<file path="config.mk">
export PLATFORM = sky130hd
export DESIGN_NAME = inst_encoder
export DESIGN_NICKNAME = d
export VERILOG_FILES = /design/src/rtl/inst_encoder.sv
export SDC_FILE = /design/constraint.sdc
export NUM_CORES = 1
export LEC_CHECK = 0
export ABC_CLOCK_PERIOD_IN_PS = 2300
export BUFFER_PORTS_ARGS = -buffer_cell sky130_fd_sc_hd__buf_2
export CORE_UTILIZATION = 51
export CTS_BUF_LIST = sky130_fd_sc_hd__clkbuf_8 sky130_fd_sc_hd__clkbuf_16
export CTS_CLUSTER_DIAMETER = 40
export DETAILED_ROUTE_END_ITERATION = 12
export PLACE_DENSITY = 0.76
export SLEW_MARGIN = 40
export SYNTH_ARGS = -nofsm -noshare
export SYNTH_HDL_FRONTEND = slang
export SYNTH_SLANG_ARGS = --single-unit
</file>
<file path="constraint.sdc">
create_clock -name clock -period 2.3 [get_ports clock]
set_input_delay 0.46 -clock clock [delete_from_list [all_inputs] [get_ports clock]]
set_output_delay 0.46 -clock clock [all_outputs]
set_load 0.05 [all_outputs]
</file>
<file path="src/rtl/inst_encoder.sv">
// RV32I instruction encoder: packs decoded fields into a 32-bit word, flags unencodable
// bundles (emitted as NOP with err set) and queues results in a small valid/ready FIFO.
module inst_encoder #(
   parameter int XLEN       = 32,
   parameter int FIFO_DEPTH = 4,
   parameter int CNT_W      = 16
) (
   input  logic             clock,
   input  logic             reset_n,
   input  logic             in_valid,
   output logic             in_ready,
   input  logic [2:0]       in_itype,
   input  logic [6:0]       in_opcode,
   input  logic [4:0]       in_rd,
   input  logic [4:0]       in_rs1,
   input  logic [4:0]       in_rs2,
   input  logic [2:0]       in_funct3,
   input  logic [6:0]       in_funct7,
   input  logic [XLEN-1:0]  in_imm,
   output logic             out_valid,
   input  logic             out_ready,
   output logic [31:0]      out_inst,
   output logic             out_err,
   output logic [CNT_W-1:0] enc_count,
   output logic [CNT_W-1:0] err_count
);

   localparam logic [2:0] TYPE_R = 3'd0;
   localparam logic [2:0] TYPE_I = 3'd1;
   localparam logic [2:0] TYPE_S = 3'd2;
   localparam logic [2:0] TYPE_B = 3'd3;
   localparam logic [2:0] TYPE_U = 3'd4;
   localparam logic [2:0] TYPE_J = 3'd5;
   localparam logic [2:0] TYPE_NONE = 3'd7;

   localparam logic [6:0] OPC_OP_IMM = 7'b0010011;
   localparam logic [31:0] NOP_INST  = 32'h0000_0013;

   localparam int AW = $clog2(FIFO_DEPTH);
   localparam logic [AW:0]      PTR_ONE = (AW+1)'(1);
   localparam logic [CNT_W-1:0] CNT_ONE = CNT_W'(1);
   localparam logic [CNT_W-1:0] CNT_MAX = {CNT_W{1'b1}};

   // Decoder's opcode-to-type table; unknown opcodes map to TYPE_NONE.
   function automatic logic [2:0] opc_type(input logic [6:0] op);
      logic [2:0] t;
      case (op)
         7'b0110011: t = TYPE_R;
         7'b0010011, 7'b0000011, 7'b1100111,
         7'b0001111, 7'b1110011: t = TYPE_I;
         7'b0100011: t = TYPE_S;
         7'b1100011: t = TYPE_B;
         7'b0110111, 7'b0010111: t = TYPE_U;
         7'b1101111: t = TYPE_J;
         default:    t = TYPE_NONE;
      endcase
      return t;
   endfunction

   // True when v[XLEN-1:lsb] are all copies of the sign bit.
   function automatic logic sext_fits(input logic [XLEN-1:0] v, input int lsb);
      logic ok;
      ok = 1'b1;
      for (int k = 0; k < XLEN; k++) begin
         if (k >= lsb && v[k] != v[XLEN-1]) begin
            ok = 1'b0;
         end else begin
            ok = ok;
         end
      end
      return ok;
   endfunction

   logic [31:0] raw_s;
   logic        imm_err_s;
   logic        type_err_s;
   logic        enc_err_s;
   logic [31:0] enc_inst_s;
   logic        is_shift_s;

   // Field packing and immediate range checks.
   always_comb begin
      raw_s      = NOP_INST;
      imm_err_s  = 1'b0;
      is_shift_s = (in_opcode == OPC_OP_IMM) && (in_funct3[1:0] == 2'b01);
      case (in_itype)
         TYPE_R: raw_s = {in_funct7, in_rs2, in_rs1, in_funct3, in_rd, in_opcode};
         TYPE_I: begin
            if (is_shift_s) begin
               raw_s     = {in_funct7, in_imm[4:0], in_rs1, in_funct3, in_rd, in_opcode};
               imm_err_s = (in_imm[XLEN-1:5] != '0);
            end else begin
               raw_s     = {in_imm[11:0], in_rs1, in_funct3, in_rd, in_opcode};
               imm_err_s = !sext_fits(in_imm, 11);
            end
         end
         TYPE_S: begin
            raw_s     = {in_imm[11:5], in_rs2, in_rs1, in_funct3, in_imm[4:0], in_opcode};
            imm_err_s = !sext_fits(in_imm, 11);
         end
         TYPE_B: begin
            raw_s     = {in_imm[12], in_imm[10:5], in_rs2, in_rs1, in_funct3,
                         in_imm[4:1], in_imm[11], in_opcode};
            imm_err_s = !sext_fits(in_imm, 12) || in_imm[0];
         end
         TYPE_U: begin
            raw_s     = {in_imm[31:12], in_rd, in_opcode};
            imm_err_s = (in_imm[11:0] != 12'h000);
         end
         TYPE_J: begin
            raw_s     = {in_imm[20], in_imm[10:1], in_imm[11], in_imm[19:12], in_rd, in_opcode};
            imm_err_s = !sext_fits(in_imm, 20) || in_imm[0];
         end
         default: begin
            raw_s     = NOP_INST;
            imm_err_s = 1'b1;
         end
      endcase
      type_err_s = (opc_type(in_opcode) != in_itype);
      enc_err_s  = imm_err_s || type_err_s;
      enc_inst_s = enc_err_s ? NOP_INST : raw_s;
   end

   logic [AW:0]  wr_ptr_q, wr_ptr_d;
   logic [AW:0]  rd_ptr_q, rd_ptr_d;
   logic [31:0]  mem_inst_q [FIFO_DEPTH];
   logic         mem_err_q  [FIFO_DEPTH];
   logic         ready_q;
   logic [CNT_W-1:0] enc_cnt_q, enc_cnt_d;
   logic [CNT_W-1:0] err_cnt_q, err_cnt_d;
   logic         empty_s, full_s, push_s, pop_s;

   assign empty_s   = (wr_ptr_q == rd_ptr_q);
   assign full_s    = (wr_ptr_q[AW] != rd_ptr_q[AW]) && (wr_ptr_q[AW-1:0] == rd_ptr_q[AW-1:0]);
   assign in_ready  = ready_q && !full_s;
   assign out_valid = !empty_s;
   assign out_inst  = empty_s ? 32'h0000_0000 : mem_inst_q[rd_ptr_q[AW-1:0]];
   assign out_err   = empty_s ? 1'b0 : mem_err_q[rd_ptr_q[AW-1:0]];
   assign enc_count = enc_cnt_q;
   assign err_count = err_cnt_q;
   assign push_s    = in_valid && in_ready;
   assign pop_s     = out_valid && out_ready;

   // Pointer and saturating counter next-state.
   always_comb begin
      wr_ptr_d  = push_s ? wr_ptr_q + PTR_ONE : wr_ptr_q;
      rd_ptr_d  = pop_s  ? rd_ptr_q + PTR_ONE : rd_ptr_q;
      enc_cnt_d = enc_cnt_q;
      err_cnt_d = err_cnt_q;
      if (push_s && enc_err_s && err_cnt_q != CNT_MAX) begin
         err_cnt_d = err_cnt_q + CNT_ONE;
      end else if (push_s && !enc_err_s && enc_cnt_q != CNT_MAX) begin
         enc_cnt_d = enc_cnt_q + CNT_ONE;
      end else begin
         enc_cnt_d = enc_cnt_q;
      end
   end

   // FIFO storage, pointers, counters and post-reset ready.
   always_ff @(posedge clock or negedge reset_n) begin
      if (!reset_n) begin
         wr_ptr_q  <= '0;
         rd_ptr_q  <= '0;
         ready_q   <= 1'b0;
         enc_cnt_q <= '0;
         err_cnt_q <= '0;
         for (int i = 0; i < FIFO_DEPTH; i++) begin
            mem_inst_q[i] <= 32'h0000_0000;
            mem_err_q[i]  <= 1'b0;
         end
      end else begin
         wr_ptr_q  <= wr_ptr_d;
         rd_ptr_q  <= rd_ptr_d;
         ready_q   <= 1'b1;
         enc_cnt_q <= enc_cnt_d;
         err_cnt_q <= err_cnt_d;
         if (push_s) begin
            mem_inst_q[wr_ptr_q[AW-1:0]] <= enc_inst_s;
            mem_err_q[wr_ptr_q[AW-1:0]]  <= enc_err_s;
         end
      end
   end

endmodule
</file>
==> results of run 1 <==
[stage by stage]
stage               hold slack [ns]   util  cells  total power [uW]
floorplan                     0.164      -    818              5450
global placement              0.377  0.643   1208              6430
detailed placement            0.381  0.643   1208              6480
CTS                           0.326  0.745   1266             10300
global route                  0.346  0.800   1275             11200
finish                        0.327  0.800   1275             10900
[cells by family (layout without fill, tap and decap cells)]
kind of cell,after synthesis,count (layout),share of synthesized area
compound gates,171,171,0.123
xor+xnor,38,38,0.0390
fa+ha+maj,7,7,0.0103
buf+inv,61,302,0.0289
flops,171,171,0.501
mux,52,52,0.111
other cells,1,1,0.000439
simple gates,317,317,0.187
[worst max path at each step]
stage                                        endpoint  slack, ns                    start  depth (start not counted)
after CTS                                out_inst[23]      -0.20  rd_ptr_q[0]$_DFFE_PN0P_                          6
after detailed placement  mem_inst_q[126]$_DFFE_PN0P_      -0.55             in_opcode[2]                          9
after global placement    mem_inst_q[126]$_DFFE_PN0P_      -0.56             in_opcode[2]                          9
after floorplan             err_count[13]$_DFFE_PN0P_      -0.28             in_opcode[2]                          9
after global routing       mem_inst_q[94]$_DFFE_PN0P_      -0.30             in_opcode[2]                         10
final                      mem_inst_q[86]$_DFFE_PN0P_      -0.25             in_opcode[4]                         12
[per-layer routing]
| layer | part of all wire | up-vias | global-route usage |
|---|---|---|---|
| li1 | - | 3408 | - |
| met1 | 0.36 | 4122 | 0.396 |
| met2 | 0.49 | 528 | 0.509 |
| met3 | 0.076 | 180 | 0.0509 |
| met4 | 0.071 | 2 | 0.141 |
| met5 | 0.00055 | - | 0 |
[power breakdown]
| group | leakage, uW | switching, uW | total [uW] | internal [uW] |
|---|---|---|---|---|
| sequential | 0.00230 | 201 | 3450 | 3250 |
| combinational | 0.00327 | 2680 | 4590 | 1910 |
| clock | 0.000278 | 1360 | 2820 | 1460 |
| total | 0.00585 | 4240 | 10900 | 6610 |
[repair_timing]
action / in CTS / in global routing
endpoints found under the setup margin: 72 / 183
buffers inserted: 15 / 4
resized for setup: 203 / 184
hold buffers: 1 / 0
gates cloned: 10 / 8
endpoints found under the hold margin: 31 / 0
pin swaps: 44 / 55
[worst max-delay path: stages]
cell	delay [ns]
buf_8	0.10
buf_6	0.12
or4bb_1	0.52
o32ai_2	0.15
o32ai_2	0.14
nor4b_4	0.37
o211ai_4	0.24
buf_12	0.21
buf_16	0.15
buf_6	0.12
nand2b_4	0.16
o21ai_2	0.17
[state kept, by name, summed over array words and instances (netlist names)]
| signal | flops |
|---|---|
| ready_q | 1 |
| err_count | 16 |
| rd_ptr_q | 3 |
| mem_err_q | 4 |
| wr_ptr_q | 3 |
| mem_inst_q | 128 |
| enc_count | 16 |
[cells in the mapped netlist, types with 10 or more instances]
master and count:
a22oi_1 11, and3_1 12, clkbuf_1 38, dfrtp_1 171, mux2i_1 10, mux4_2 33, nand2_1 148, nand2b_1 14
nand3_1 27, nand4_1 12, nor2_1 17, nor2b_1 35, o21ai_0 109, o31ai_1 20, or2_1 15, xnor2_1 19
xor2_1 19
[final cells by class]
| type | instances | area [sq um] | area share |
|---|---|---|---|
| clock buffers | 18 | 439 | 0.0341 |
| inverters | 8 | 30.0 | 0.00233 |
| multi-input cells | 586 | 5250 | 0.407 |
| repair buffers | 262 | 2500 | 0.194 |
| flip-flops and latches | 171 | 4280 | 0.332 |
| clock inverters | 14 | 129 | 0.00999 |
| well taps | 216 | 270 | 0.0210 |
==> impl_metrics.toml, run 1 <==
[placed_design]
numPortBuffers = 137
routabilityCongestion = 0.954
pre_cts_slack_ns = -0.553
place_area_sq_um = 10400
dp_hpwl_microns = 15300

[global_routing]
grt_remaining_overflow = 0
antenna_found_initial = 1
first_global_vias = 7759
grt_max_degree = 63
track_usage = 0.307
grt_pass1_wl_microns = 41100

[cts]
cts_root_buffer = "clkbuf_16"
cts_buffers = 17
cts_buffer_depth = 2
clk_pin_slew_ns = 0.07
clk_latency_ns = 0.43
cts_tree = "built"
cts_sinks = 171
cts_htree_levels = 4

[setup_path]
reg2reg_depth = 8
crit_type = "in2reg"
crit_path_start_kind = "primary input"
r2r_start = "err_count[0]$_DFFE_PN0P_"
r2r_setup_slack_ns = -0.04
cp-end-kind = "register"
worstPathMaxFanout = 6
reg2reg_to = "err_count[5]$_DFFE_PN0P_"
critPathArrivalTime_ns = 2.91
required_ns = 2.66

[floorplan]
fp.dieW_microns = 131
initial_core_util = 0.530
num_rows = 46
die_h_microns = 131
ios = 138
dieArea_sq_um = 17300
core_sq_um = 16100

[logic_synthesis]
yosysWarnings = 0
synth-edff-count = 0
syn_inst = 818
ys_seq_area_frac = 0.501
synth_cell_types = 56
synth.area.top_cells = "dfrtp_1, mux4_2, nand2_1"
syn_area_sq_um = 8530
avgSynthCellArea_sq_um = 10.4
synthFlopType = "dfrtp_1"
async_flop_share = 1.00
syn_nets = 896
synth-seq-cells = 171
synth_top_area_share = 0.501
synth_top_cell_by_area = "dfrtp_1"

[route]
vias_per_cell = 6.46
drt_iter0_markers = 804
route.detailed.drc = 0
detail_route.wirelength_microns = 30800
wl_per_cell_microns = 24.1
via_count = 8240
ant_nets = 0
first_pass_iters = 8

[final_layout]
layout_common_cells = "dfrtp_1, nand2_1, buf_2"
layout.nets = 1124
n_antenna_cell = 0
drive_gt1_frac = 0.501
layout_commonest_cell = "dfrtp_1"
fillers = 830
design_area_sq_um = 12900
area_growth_pct = 51.1

[timing]
clock_skew_ns = 0.00857
slew_violations = 0
finalHoldViolations = 0
final.setup.tns_ns = -20.39
setup_ws_ns = -0.251
relSlewSlack = 0.134
fin_crit_sh = 1.11
clock.fmax_ghz = 0.392
setup_violations = 173
fin_crit_ns = 2.55
worst-slew-pin-transition_ns = 1.30
rsz0062_at_grt = "true"

[job]
cap_viol_max_count = 0

[outcome]
status = "finished with violations"
violations = "negative setup slack"

[power]
vdd_drop_max_v = 0.00108
power.density_nw_per_um2 = 841
p_leak_uw = 0.00585

[worst_hold_path]
hold_end = "rd_ptr_q[2]$_DFFE_PN0P_"
hp-start = "out_ready"
whs_path_depth = 3
hold_class = "in2reg"
Note: power is estimated with default switching activity, not from simulation.
==> inputs of run 2 (changes only) <==
--- a/config.mk
+++ b/config.mk
@@ -5,9 +5,10 @@
 export SDC_FILE = /design/constraint.sdc
 export NUM_CORES = 1
 export LEC_CHECK = 0
+export ABC_AREA = 1
 export ABC_CLOCK_PERIOD_IN_PS = 2300
 export BUFFER_PORTS_ARGS = -buffer_cell sky130_fd_sc_hd__buf_2
-export CORE_UTILIZATION = 51
+export CORE_UTILIZATION = 52
 export CTS_BUF_LIST = sky130_fd_sc_hd__clkbuf_8 sky130_fd_sc_hd__clkbuf_16
 export CTS_CLUSTER_DIAMETER = 40
 export DETAILED_ROUTE_END_ITERATION = 12
==> impl_metrics.toml, run 2 <==
[timing]
slew_violations = 0
setup_ws_ns = -0.0177
fin_crit_sh = 1.01
fin_crit_ns = 2.32
final.setup.tns_ns = -0.0185
clock.fmax_ghz = 0.431
clock_skew_ns = 0.0112
worst-slew-pin-transition_ns = 0.601
relSlewSlack = 0.595
rsz0062_at_grt = "true"
finalHoldViolations = 0
setup_violations = 2

[worst_hold_path]
whs_path_depth = 3
hp-start = "out_ready"
hold_class = "in2reg"
hold_end = "rd_ptr_q[2]$_DFFE_PN0P_"

[logic_synthesis]
yosysWarnings = 0
synth-edff-count = 0
synth_top_area_share = 0.445
synth_top_cell_by_area = "dfrtp_1"
avgSynthCellArea_sq_um = 7.05
async_flop_share = 1.00
ys_seq_area_frac = 0.445
synthFlopType = "dfrtp_1"
synthTopCellsByCount = "nand2_1, dfrtp_1, inv_1"
syn_inst = 1364
syn_area_sq_um = 9620
synth-seq-cells = 171
synth_cell_types = 32
syn_nets = 1442
synth_most_common_cell = "nand2_1"
synth.area.top_cells = "dfrtp_1, nand2_1, o21ai_0"

[global_routing]
track_usage = 0.305
first_global_vias = 8787
antenna_found_initial = 1
grt_remaining_overflow = 0
grt_max_degree = 54
grt_pass1_wl_microns = 44600

[cts]
clk_pin_slew_ns = 0.07
cts_root_buffer = "clkbuf_16"
cts_sinks = 171
cts_htree_levels = 4
cts_tree = "built"
cts_buffers = 17
clk_latency_ns = 0.44
cts_buffer_depth = 2

[final_layout]
regMostFlops = "mem_inst_q"
layout_commonest_cell = "nand2_1"
largest_reg_flops = 128
design_area_sq_um = 11900
area_growth_pct = 23.3
layout_common_cells = "nand2_1, dfrtp_1, inv_1"
drive_gt1_frac = 0.175
layout.nets = 1591

[floorplan]
fp.dieW_microns = 138
dieArea_sq_um = 19000
ios = 138
num_rows = 49
initial_core_util = 0.533
die_h_microns = 138
core_sq_um = 18000

[setup_path]
worstPathMaxFanout = 12
r2r_start = "rd_ptr_q[0]$_DFFE_PN0P_"
critPathArrivalTime_ns = 1.86
crit_path_start_kind = "register"
crit_type = "reg2out"
r2r_setup_slack_ns = 0.19
reg2reg_depth = 10
reg2reg_to = "mem_err_q[3]$_DFFE_PN0P_"
required_ns = 1.84
cp-end-kind = "output port"

[route]
vias_per_cell = 5.53
first_pass_iters = 6
wl_per_cell_microns = 16.1
drt_iter0_markers = 909
via_count = 9707
route.detailed.drc = 0
ant_nets = 0
detail_route.wirelength_microns = 28300

[placed_design]
place_area_sq_um = 10800
numPortBuffers = 137
routabilityCongestion = 0.909
dp_hpwl_microns = 18800

[power]
p_leak_uw = 0.00630
vdd_drop_max_v = 0.00128
power.density_nw_per_um2 = 1230

[outcome]
status = "finished with violations"
violations = "negative setup slack"

[job]
cap_viol_max_count = 0
## run 2: cell count changes after synthesis, moves of 33 or more
cell and change:
a21oi_1 +65, inv_1 +150, mux4_2 -33, nand2_1 +290, nand3_1 +103, nor2_1 +59, nor2b_1 -35
## run 2: what timing repair did
action	4_1_cts	5_1_grt
hold endpoints to repair	49	0
buffers inserted	3	2
hold buffers	1	0
resized for setup	50	55
cloned	1	1
pin swaps	2	3
endpoints found under the setup margin	34	71
## run 2: per-stage QoR
step | util | worst slack [ns] | instances | hold WS [ns] | total power (uW)
floorplan | - | 0.191 | 1364 | 0.164 | 8510
CTS | 0.647 | 0.00213 | 1752 | 0.336 | 14000
global placement | 0.601 | 0.0330 | 1715 | 0.431 | 10200
global route | 0.658 | -0.0646 | 1756 | 0.352 | 15400
detailed placement | 0.601 | -0.0497 | 1715 | 0.439 | 10300
finish | 0.658 | -0.0177 | 1756 | 0.355 | 14600
## run 2: area by class of cell
class	count	area (sq um)
Antenna cell	1	2.50
Clock buffer	18	439
Clock inverter	14	183
Fill cell	1563	6170
Inverter	164	619
Multi-Input combinational cell	959	4480
Sequential cell	171	4280
Tap cell	229	287
Timing Repair Buffer	200	1560
## run 2: worst max-delay path by stage
| stage | startpoint | endpoint | slack (ns) | depth (start not counted) |
|---|---|---|---|---|
| CTS | wr_ptr_q[2]$_DFFE_PN0P_ | out_inst[30] | 0.002 | 7 |
| global route | rd_ptr_q[0]$_DFFE_PN0P_ | out_inst[19] | -0.06 | 7 |
| detailed placement | in_opcode[3] | err_count[15]$_DFFE_PN0P_ | -0.05 | 14 |
| global placement | in_imm[14] | mem_inst_q[35]$_DFFE_PN0P_ | 0.03 | 14 |
| finish | wr_ptr_q[2]$_DFFE_PN0P_ | out_inst[22] | -0.02 | 7 |
| floorplan | rd_ptr_q[1]$_DFFE_PN0P_ | out_inst[22] | 0.19 | 8 |
## run 2: cell families (layout without fill, tap and decap cells)
group | after synthesis | count (layout) | share of synthesized area
simple gates | 693 | 693 | 0.300
buf+inv | 234 | 396 | 0.0951
xor+xnor | 33 | 33 | 0.0301
fa+ha+maj | 7 | 7 | 0.00911
compound gates | 225 | 225 | 0.120
flops | 171 | 171 | 0.445
other cells | 1 | 2 | 0.000390
## run 2: metal layers
metal	global-route usage	share of wire	up-vias
met5	0	0	-
met4	0.123	0.021	0
met3	0.0453	0.078	50
met2	0.484	0.48	406
met1	0.419	0.42	4613
li1	-	-	4638
## run 2: critical path: stages, from the launching register on
cell	delay, ns
dfrtp_1	0.42
xor2_2	0.25
inv_1	0.11
nand2_4	0.15
buf_16	0.16
nand2_1	0.09
inv_1	0.08
buf_6	0.15
## run 2: where the power goes
part,internal (uW),switching (uW)
registers,3550,290
logic,2540,5120
clock network,1760,1310
==> inputs of run 3 (changes only) <==
--- a/config.mk
+++ b/config.mk
@@ -8,11 +8,11 @@
 export ABC_AREA = 1
 export ABC_CLOCK_PERIOD_IN_PS = 2300
 export BUFFER_PORTS_ARGS = -buffer_cell sky130_fd_sc_hd__buf_2
-export CORE_UTILIZATION = 52
+export CORE_UTILIZATION = 45
 export CTS_BUF_LIST = sky130_fd_sc_hd__clkbuf_8 sky130_fd_sc_hd__clkbuf_16
 export CTS_CLUSTER_DIAMETER = 40
 export DETAILED_ROUTE_END_ITERATION = 12
-export PLACE_DENSITY = 0.76
+export PLACE_DENSITY = 0.68
 export SLEW_MARGIN = 40
 export SYNTH_ARGS = -nofsm -noshare
 export SYNTH_HDL_FRONTEND = slang
==> impl_metrics.toml, run 3 (synthesis gave the netlist of run 2 again) <==
[placed_design]
place_area_sq_um = 11100
numPortBuffers = 137
place_inst = 1787
pre_cts_slack_ns = -0.118
routabilityCongestion = 0.881
dp_hpwl_microns = 19500

[power]
vdd_drop_max_v = 0.000778
power.total_uw = 15500
p_leak_uw = 0.00650
power.density_nw_per_um2 = 1250

[cts]
clk_latency_ns = 0.44
cts_buffers = 17
cts_sinks = 171
cts_htree_levels = 4
cts_root_buffer = "clkbuf_16"
cts_buffer_depth = 2
cts_tree = "built"
clk_pin_slew_ns = 0.06

[route]
route.detailed.drc = 0
wl_per_cell_microns = 16.1
via_count = 9684
first_pass_iters = 6
drt_iter0_markers = 784
detail_route.wirelength_microns = 29500
ant_nets = 0
vias_per_cell = 5.29

[final_layout]
area_growth_pct = 28.8
ff_latch_area_sq_um = 4280
finalNonFillerCells = 1831
fillers = 1941
layout.nets = 1619
largest_reg_flops = 128
design_area_sq_um = 12400
drive_gt1_frac = 0.212
multi_input_area_sq_um = 4610
layout_commonest_cell = "nand2_1"
layout_common_cells = "nand2_1, dfrtp_1, o21ai_0"
regMostFlops = "mem_inst_q"

[floorplan]
core_sq_um = 21000
dieArea_sq_um = 22000
die_h_microns = 148
initial_core_util = 0.459
num_rows = 53
fp.dieW_microns = 148
ios = 138

[timing]
worst-slew-pin-transition_ns = 0.595
finalHoldViolations = 0
timing.hold.ws_ns = 0.356
rsz0062_at_grt = "true"
setup_violations = 12
clock.fmax_ghz = 0.430
setup_ws_ns = -0.0256
relSlewSlack = 0.599
fin_crit_ns = 2.33
fin_crit_sh = 1.01
clock_skew_ns = 0.00952
slew_violations = 0

[outcome]
violations = "negative setup slack"
status = "finished with violations"

[worst_hold_path]
hold_class = "in2reg"
whs_path_depth = 3

[global_routing]
grt_pass1_wl_microns = 46700
grt_remaining_overflow = 0
track_usage = 0.271
antenna_found_initial = 5
first_global_vias = 9185
grt_max_degree = 60

[setup_path]
endpoint = "out_inst[10]"
reg2reg_to = "mem_inst_q[24]$_DFFE_PN0P_"
crit_path_start_kind = "register"
crit_type = "reg2out"
cp-end-kind = "output port"
reg2reg_depth = 14
worstPathMaxFanout = 8
r2r_setup_slack_ns = 0.07
r2r_start = "rd_ptr_q[0]$_DFFE_PN0P_"
setup.worst_path.start = "rd_ptr_q[0]$_DFFE_PN0P_"
critPathArrivalTime_ns = 1.87
required_ns = 1.84

[job]
cap_viol_max_count = 0
[run 3: cell types whose count changed in the layout (fill, tap and decap cells not counted), moves of 8 or more]
cell     change
buf_8       +10
nand2_1     -26
nand2_4     +12
inv_1       -17
o21ai_1     -10
buf_4       +22
inv_2       +16
a21oi_2      -8
o21ai_0     +10
nand2_2     +13
[run 3: worst min-delay path by stage]
stage / startpoint / endpoint / slack, ns
final: out_ready / rd_ptr_q[2]$_DFFE_PN0P_ / 0.36
after global routing: out_ready / rd_ptr_q[2]$_DFFE_PN0P_ / 0.35
after CTS: out_ready / rd_ptr_q[2]$_DFFE_PN0P_ / 0.34
after detailed placement: reset_n / mem_inst_q[48]$_DFFE_PN0P_ / 0.43
after global placement: mem_inst_q[33]$_DFFE_PN0P_ / mem_inst_q[33]$_DFFE_PN0P_ / 0.43
after floorplan: reset_n / enc_count[0]$_DFFE_PN0P_ / 0.16
[run 3: repair_timing]
item / 4_1_cts / 5_1_grt
hold buffers: 1 / 0
gates resized for setup: 71 / 92
cloned: 1 / 4
setup endpoints to repair: 34 / 159
pin swaps: 0 / 7
endpoints found under the hold margin: 44 / 0
buffers inserted: 4 / 0
[run 3: per-layer routing]
layer | vias to the layer above | share of wire | global-route usage | wire length [microns]
li1 | 4699 | - | - | -
met5 | - | 0.00044 | 0 | 13
met1 | 4553 | 0.43 | 0.359 | 12600
met4 | 2 | 0.016 | 0.0737 | 482
met2 | 392 | 0.47 | 0.436 | 13900
met3 | 38 | 0.084 | 0.0739 | 2460
[run 3: power by group]
group | internal, uW | total, uW | leakage [uW] | switching, uW
Sequential | 3550 | 3830 | 0.00228 | 276
Combinational | 2950 | 8450 | 0.00390 | 5490
Clock | 1910 | 3210 | 0.000318 | 1300
Total | 8420 | 15500 | 0.00650 | 7070
[run 3: worst max-delay path: stages, from the launching register on]
cell and delay, ns:
dfrtp_2 0.45, xor2_1 0.18, a21oi_4 0.21, nand2_8 0.13
clkbuf_16 0.21, nand2_1 0.07, inv_1 0.05, buf_6 0.14
[run 3: stage by stage]
stage	TNS, ns	util
2_1_floorplan	0	-
3_3_place_gp	-1.04	0.529
3_5_place_dp	-2.20	0.529
4_1_cts	-0.0684	0.574
5_1_grt	-4.23	0.591
6_report	-0.113	0.591
[run 3: cell type report]
type / count / area share
inverters: 164 / 0.0520
diodes: 2 / 0.000404
multi-input cells: 960 / 0.372
repair buffers: 227 / 0.150
flip-flops and latches: 171 / 0.346
clock buffers: 19 / 0.0366
well taps: 275 / 0.0278
clock inverters: 13 / 0.0162
